$ cat src/rtl/key_search_pkg.sv
// Shared types and defaults for the key search scheduler slice.
package key_search_pkg;

  localparam int unsigned DEF_NUM_CORES = 4;
  localparam int unsigned DEF_KEY_WIDTH = 24;

  typedef enum logic [1:0] {
    ST_IDLE,
    ST_DISPATCH,
    ST_DRAIN,
    ST_DONE
  } state_t;

endpackage

$ cat src/rtl/key_search_scheduler_if.sv
// Core-side bus of the key search scheduler: key hand-out, results and abort.
interface key_search_scheduler_if
  import key_search_pkg::*;
#(
  parameter int unsigned NUM_CORES = DEF_NUM_CORES,
  parameter int unsigned KEY_WIDTH = DEF_KEY_WIDTH
);

  logic [NUM_CORES-1:0] core_req;
  logic [NUM_CORES-1:0] core_grant;
  logic [KEY_WIDTH-1:0] core_key;
  logic [NUM_CORES-1:0] core_result_valid;
  logic [NUM_CORES-1:0] core_result_found;
  logic                 core_abort;

  modport master (
    input  core_req,
    input  core_result_valid,
    input  core_result_found,
    output core_grant,
    output core_key,
    output core_abort
  );

  modport slave (
    output core_req,
    output core_result_valid,
    output core_result_found,
    input  core_grant,
    input  core_key,
    input  core_abort
  );

endinterface

$ cat src/rtl/key_search_scheduler_rr_arbiter.sv
// Round-robin arbiter: combinational one-hot grant, priority resumes just
// after the most recently granted index.
module rr_arbiter #(
  parameter int unsigned N = 4
) (
  input  logic         clk,
  input  logic         reset,
  input  logic [N-1:0] request,
  input  logic         enable,
  output logic [N-1:0] grant
);

  localparam int unsigned PW = (N > 1) ? $clog2(N) : 1;

  logic [PW-1:0] ptr;
  logic [N-1:0]  mask;
  logic [N-1:0]  masked;
  logic [N-1:0]  pick_src;

  // Requests at or above ptr take precedence; fall back to the full set to wrap.
  always_comb begin
    mask = '0;
    for (int unsigned i = 0; i < N; i++) begin
      mask[i] = (PW'(i) >= ptr);
    end
    masked   = request & mask;
    pick_src = (|masked) ? masked : request;
    grant    = enable ? (pick_src & (~pick_src + N'(1))) : '0;
  end

  always_ff @(posedge clk) begin
    if (reset) begin
      ptr <= '0;
    end else if (|grant) begin
      for (int unsigned i = 0; i < N; i++) begin
        if (grant[i]) begin
          ptr <= (i == N - 1) ? '0 : PW'(i + 1);
        end
      end
    end
  end

endmodule

$ cat src/rtl/key_search_scheduler.sv
// Hands out keys of an inclusive range to a pool of decrypt cores and stops
// the search on the first reported hit, an external stop, or exhaustion.
module key_search_scheduler
  import key_search_pkg::*;
#(
  parameter int unsigned NUM_CORES = DEF_NUM_CORES,
  parameter int unsigned KEY_WIDTH = DEF_KEY_WIDTH
) (
  input  logic                 clk,
  input  logic                 reset,
  input  logic                 start,
  input  logic                 stop,
  output logic                 done,
  input  logic                 done_ack,
  input  logic [KEY_WIDTH-1:0] key_start_value,
  input  logic [KEY_WIDTH-1:0] key_end_value,
  output logic                 found,
  output logic [KEY_WIDTH-1:0] found_key,
  output logic [KEY_WIDTH:0]   keys_dispatched,
  key_search_scheduler_if.master core
);

  state_t               state;
  logic [KEY_WIDTH-1:0] end_q;
  logic [KEY_WIDTH:0]   next_key;
  logic [NUM_CORES-1:0] busy;
  logic [KEY_WIDTH-1:0] assigned_key [NUM_CORES];

  logic [NUM_CORES-1:0] valid_q;
  logic [NUM_CORES-1:0] hits;
  logic [NUM_CORES-1:0] hit_sel;
  logic [KEY_WIDTH-1:0] hit_key;
  logic [NUM_CORES-1:0] eligible;
  logic [NUM_CORES-1:0] arb_grant;
  logic                 exhausted;
  logic                 arb_en;

  // The extra counter bit lets an all-ones end value terminate instead of wrapping.
  assign exhausted = next_key > {1'b0, end_q};
  assign valid_q   = core.core_result_valid & busy;
  assign hits      = valid_q & core.core_result_found;
  assign hit_sel   = hits & (~hits + NUM_CORES'(1));
  assign eligible  = core.core_req & ~busy;
  assign arb_en    = (state == ST_DISPATCH) && !exhausted && (hits == '0) && !stop;
  assign done      = (state == ST_DONE);

  always_comb begin
    hit_key = '0;
    for (int unsigned i = 0; i < NUM_CORES; i++) begin
      if (hit_sel[i]) begin
        hit_key = assigned_key[i];
      end
    end
  end

  rr_arbiter #(
    .N(NUM_CORES)
  ) u_rr_arbiter (
    .clk    (clk),
    .reset  (reset),
    .request(eligible),
    .enable (arb_en),
    .grant  (arb_grant)
  );

  always_ff @(posedge clk) begin
    for (int unsigned i = 0; i < NUM_CORES; i++) begin
      if (arb_grant[i]) begin
        assigned_key[i] <= next_key[KEY_WIDTH-1:0];
      end
    end
  end

  always_ff @(posedge clk) begin
    if (reset) begin
      state           <= ST_IDLE;
      end_q           <= '0;
      next_key        <= '0;
      busy            <= '0;
      found           <= 1'b0;
      found_key       <= '0;
      keys_dispatched <= '0;
      core.core_grant <= '0;
      core.core_key   <= '0;
      core.core_abort <= 1'b0;
    end else begin
      core.core_grant <= '0;
      core.core_abort <= 1'b0;
      case (state)
        ST_IDLE: begin
          if (start) begin
            end_q           <= key_end_value;
            next_key        <= {1'b0, key_start_value};
            busy            <= '0;
            found           <= 1'b0;
            keys_dispatched <= '0;
            state           <= (key_end_value < key_start_value) ? ST_DONE : ST_DISPATCH;
          end
        end
        ST_DISPATCH, ST_DRAIN: begin
          // A hit outranks stop, and both suppress any grant this cycle.
          if (|hits) begin
            found           <= 1'b1;
            found_key       <= hit_key;
            core.core_abort <= 1'b1;
            busy            <= '0;
            state           <= ST_DONE;
          end else if (stop) begin
            core.core_abort <= 1'b1;
            busy            <= '0;
            state           <= ST_DONE;
          end else begin
            busy <= (busy & ~valid_q) | arb_grant;
            if (|arb_grant) begin
              core.core_grant <= arb_grant;
              core.core_key   <= next_key[KEY_WIDTH-1:0];
              next_key        <= next_key + (KEY_WIDTH + 1)'(1);
              keys_dispatched <= keys_dispatched + (KEY_WIDTH + 1)'(1);
            end
            if ((state == ST_DISPATCH) && exhausted) begin
              state <= ST_DRAIN;
            end
            if ((state == ST_DRAIN) && (busy == '0)) begin
              state <= ST_DONE;
            end
          end
        end
        ST_DONE: begin
          if (done_ack) begin
            state <= ST_IDLE;
          end
        end
        default: state <= ST_IDLE;
      endcase
    end
  end

endmodule

$ cat src/flat_wrapper.sv
// flat-port wrapper written by rule: the top's interface ports become plain ports
module key_search_scheduler_flat import key_search_pkg::*;
#(
  parameter int unsigned NUM_CORES = DEF_NUM_CORES,
  parameter int unsigned KEY_WIDTH = DEF_KEY_WIDTH
)
  (clk, reset, start, stop, done, done_ack, key_start_value, key_end_value, found, found_key, keys_dispatched, core_core_req, core_core_result_valid, core_core_result_found, core_core_grant, core_core_key, core_core_abort);
  key_search_scheduler_if #(.NUM_CORES(NUM_CORES), .KEY_WIDTH(KEY_WIDTH)) core_i ();
  input  logic clk;
  input  logic reset;
  input  logic start;
  input  logic stop;
  output logic done;
  input  logic done_ack;
  input  logic [KEY_WIDTH-1:0] key_start_value;
  input  logic [KEY_WIDTH-1:0] key_end_value;
  output logic found;
  output logic [KEY_WIDTH-1:0] found_key;
  output logic [KEY_WIDTH:0] keys_dispatched;
  input wire logic [$bits(core_i.core_req)-1:0] core_core_req;
  input wire logic [$bits(core_i.core_result_valid)-1:0] core_core_result_valid;
  input wire logic [$bits(core_i.core_result_found)-1:0] core_core_result_found;
  output wire logic [$bits(core_i.core_grant)-1:0] core_core_grant;
  output wire logic [$bits(core_i.core_key)-1:0] core_core_key;
  output wire logic [$bits(core_i.core_abort)-1:0] core_core_abort;
  assign core_i.core_req = core_core_req;
  assign core_i.core_result_valid = core_core_result_valid;
  assign core_i.core_result_found = core_core_result_found;
  assign core_core_grant = core_i.core_grant;
  assign core_core_key = core_i.core_key;
  assign core_core_abort = core_i.core_abort;
  key_search_scheduler #(.NUM_CORES(NUM_CORES), .KEY_WIDTH(KEY_WIDTH)) u_core (.clk(clk), .reset(reset), .start(start), .stop(stop), .done(done), .done_ack(done_ack), .key_start_value(key_start_value), .key_end_value(key_end_value), .found(found), .found_key(found_key), .keys_dispatched(keys_dispatched), .core(core_i));
endmodule
$ cat config.mk
export PLATFORM = sky130hd
export DESIGN_NAME = key_search_scheduler_flat
export DESIGN_NICKNAME = d
export VERILOG_FILES = /design/src/rtl/key_search_pkg.sv /design/src/rtl/key_search_scheduler_if.sv /design/src/rtl/key_search_scheduler_rr_arbiter.sv /design/src/rtl/key_search_scheduler.sv /design/src/flat_wrapper.sv
export SDC_FILE = /design/constraint.sdc
export NUM_CORES = 1
export LEC_CHECK = 0
export CORE_MARGIN = 4
export CORE_UTILIZATION = 45
export CTS_BUF_LIST = sky130_fd_sc_hd__clkbuf_4
export CTS_CLUSTER_DIAMETER = 40
export DETAILED_ROUTE_END_ITERATION = 6
export GPL_TIMING_DRIVEN = 1
export MAX_ROUTING_LAYER = met4
export PLACE_DENSITY = 0.7
export SYNTH_ARGS = -nofsm -noshare
export SYNTH_HDL_FRONTEND = slang
export SYNTH_SLANG_ARGS = --single-unit
export TNS_END_PERCENT = 50
$ cat constraint.sdc
create_clock -name clk -period 6.9 [get_ports clk]
set_clock_uncertainty 0.1 [all_clocks]
set_input_delay 0.69 -clock clk [delete_from_list [all_inputs] [get_ports clk]]
set_output_delay 0.69 -clock clk [all_outputs]
set_load 0.01 [all_outputs]
==> impl_metrics.json <==
{
  "syn-num-nets": 1218,
  "ys_types": 64,
  "ctsHoldBuffers": 0,
  "hold_path_class": "flip-flop to flip-flop",
  "rsz0062_at_grt": "no",
  "timing.final.crit_share_pct": 60.0,
  "wl_per_cell_um": 17.5,
  "pwr-share-comb_pct": 28.1,
  "timing.hold.ws_ns": 0.355,
  "drv_cap": 0,
  "worst_pin_slew_ns": 1.29,
  "status": "finished, final reports clean",
  "swShare_pct": 36.4,
  "clock_latency_ns": 0.69,
  "syn_to_final_growth_pct": 22.8,
  "start_util_pct": 46.0,
  "track_usage_pct": 21.8,
  "grt_pass1_vias": 8856,
  "rows": 56,
  "p_sw_uw": 1510,
  "route.met2.wl_um": 13300,
  "ys_ff_latch": 232,
  "power.density_nw_per_um2": 311,
  "max_freq_mhz": 242,
  "routed.top_layer": "met4",
  "synth-edff-count": 96,
  "worstPathArrival_ns": 4.31,
  "final.min_clock_period_ns": 4.14,
  "cts_buffers": 59,
  "crit_type": "flip-flop to flip-flop",
  "synth_area_per_cell_um2": 9.84,
  "htree_levels": 2,
  "finalWeightedCongestion": 0.909,
  "syn_area_um2": 10800,
  "core_region_area_um2": 23500,
  "end_kind": "flip-flop",
  "clock_tree.root_cell": "clkbuf_4",
  "p_leak_uw": 0.00476,
  "synthArstFlopShare_pct": 0,
  "power_frac_clock_pct": 28.6,
  "cts_setup_buffers": 0,
  "ys.warnings.count": 0,
  "portBuffers": 144,
  "syn_inst": 1100,
  "overflow": 0,
  "nets": 1370,
  "grt_start_max_net_pins": 66,
  "max_slew_margin_pct": 13.9,
  "layout-drive-gt1-share_pct": 9.60,
  "synth-main-ff-cell": "dfxtp_1",
  "cts.clk_slew.worst_paths_ns": 0.08,
  "die_h_um": 163,
  "drtIter0Drc": 904,
  "required_ns": 7.07,
  "drt_pass1_iterations": 6,
  "die_w_um": 163,
  "via_per_inst": 5.60,
  "dp_hpwl_um": 19400,
  "fin_cells": 1622,
  "ios": 145,
  "ant_nets": 0,
  "grt_first_pass_wirelength_um": 45300,
  "dp.cells": 1510,
  "fill_cells": 2092,
  "clockBufferDepth": 3,
  "drcViolationCount": 0,
  "peakVddDrop_v": 0.000159,
  "cts_tree": "done",
  "ys_seq_area_share_pct": 51.8,
  "wl_met3_um": 2010,
  "timing.final.hold_violations": 0,
  "startpoint_type": "flip-flop",
  "routed_wl_um": 28400,
  "drt-met1-wl_um": 12300,
  "dr_total_vias": 9084,
  "setup_viol": 0,
  "cts_num_sinks": 232,
  "drv_slew": 0,
  "path_max_fanout": 24,
  "final.setup.tns_ns": 0,
  "post_cts_resized": 0,
  "seqPwrFrac_pct": 43.3,
  "antenna_found_initial": 1,
  "die_area_um2": 26600,
  "p_int_uw": 2630
}
==> layer usage <==
| layer | track usage, % | up-vias |
|---|---|---|
| met4 | 7.93 | 0 |
| met3 | 4.01 | 61 |
| met1 | 27.9 | 4214 |
| met5 | - | - |
| li1 | - | 4435 |
| met2 | 34.8 | 374 |
==> cells by family (layout without fill, tap and decap cells) <==
logic type / after synthesis / in the layout / synth area share [%]
other: 0 / 1 / 0
adder cells (fa/ha/maj): 53 / 53 / 6.13
XOR/XNOR: 4 / 4 / 0.324
multiplexers: 31 / 31 / 2.87
flip-flops: 232 / 232 / 51.8
AND/OR/NAND/NOR: 372 / 372 / 16.2
buffers and inverters: 126 / 328 / 4.66
AO/OA/AOI/OAI: 282 / 282 / 18.0
==> layout make-up <==
cell class / count / area (um^2) / area share, %
Antenna cell: 1 / 2.50 / 0.0188
Tap cell: 319 / 399 / 3.00
Clock inverter: 24 / 130 / 0.980
Inverter: 61 / 229 / 1.72
Clock buffer: 87 / 653 / 4.92
Sequential cell: 232 / 5610 / 42.2
Timing Repair Buffer: 156 / 1530 / 11.5
Multi-Input combinational cell: 742 / 4740 / 35.7
==> synth_stat cells, types with 10 or more instances <==
master,n,share of area (%)
a32o_1,10,0.93
nand3_1,25,1.2
and3_1,14,0.81
a22oi_1,29,2.0
or3_1,16,0.93
edfxtp_1,96,27
ha_1,53,6.1
a21o_1,10,0.69
o21ai_0,47,2.2
inv_1,61,2.1
a211oi_1,35,2.4
mux2i_1,31,2.9
dfxtp_1,136,25
a221oi_1,25,2.0
or4_1,12,0.83
a21oi_1,63,2.9
nand4_1,24,1.4
clkbuf_1,54,1.9
nor2_1,111,3.9
nor3_1,21,0.97
o211ai_1,11,0.76
nand2_1,115,4.0
==> placed cells by master (no fill, tap or decap), types with 11 or more instances in the layout <==
master / n
inv_1: 61
clkbuf_4: 87
nand4_1: 24
and3_1: 14
nor2_1: 106
a221oi_1: 25
o211ai_1: 11
nand3_1: 25
buf_4: 13
edfxtp_1: 96
a211oi_1: 35
ha_1: 53
a21oi_1: 63
or4_1: 12
mux2i_1: 31
or3_1: 16
dfxtp_1: 136
clkinv_1: 17
clkdlybuf4s50_1: 143
a22oi_1: 29
nor3_1: 21
o21ai_0: 47
nand2_1: 115
==> per-stage QoR <==
step,cell area (um^2),power (uW),worst slack [ns],utilization (%)
after CTS,13300,4140,2.86,56.4
after detailed placement,12500,2950,2.67,53.1
after global placement,12500,2930,2.74,53.1
final,13300,4140,2.76,56.4
after floorplan,10800,2570,3.29,-
after global routing,13300,4380,2.58,56.4
==> path summary, 6_finish.rpt <==
| path | from | endpoint | slack (ns) | cells past startpoint |
|---|---|---|---|---|
| worst max register to register | u_core.next_key[2]$_SDFFE_PP0P_ | u_core.assigned_key[1][21]$_DFFE_PP_ | 2.76 | 7 |
| worst max-delay path | u_core.next_key[2]$_SDFFE_PP0P_ | u_core.assigned_key[1][21]$_DFFE_PP_ | 2.76 | 7 |
| worst min register to register | u_core.end_q[8]$_SDFFE_PP0P_ | u_core.end_q[8]$_SDFFE_PP0P_ | 0.36 | 2 |
| worst min-delay path | u_core.end_q[8]$_SDFFE_PP0P_ | u_core.end_q[8]$_SDFFE_PP0P_ | 0.36 | 2 |
==> flip-flops by register name, summed over array words and instances (netlist names) <==
| name | flops |
|---|---|
| u_core.assigned_key | 96 |
| u_core.busy | 4 |
| u_core.core.core_abort | 1 |
| u_core.core.core_grant | 4 |
| u_core.core.core_key | 24 |
| u_core.end_q | 24 |
| u_core.found | 1 |
| u_core.found_key | 24 |
| u_core.keys_dispatched | 25 |
| u_core.next_key | 25 |
| u_core.state | 2 |
| u_core.u_rr_arbiter.ptr | 2 |
==> critical path, cell delays in order (launching register included) <==
cell,delay (ns)
dfxtp_1,0.60
ha_1,0.33
a21oi_1,0.15
o21ai_0,0.09
a2111o_1,0.51
a211oi_4,0.50
o211ai_1,0.36
nor2_2,1.07
==> power by group through the flow <==
stage,Combinational [uW],Clock [uW],Sequential [uW]
floorplan,833,0,1730
global placement,1120,0,1810
detailed placement,1140,0,1810
CTS,1150,1210,1780
global route,1290,1290,1810
finish,1160,1180,1790
Power figures use the tool's default switching activity.
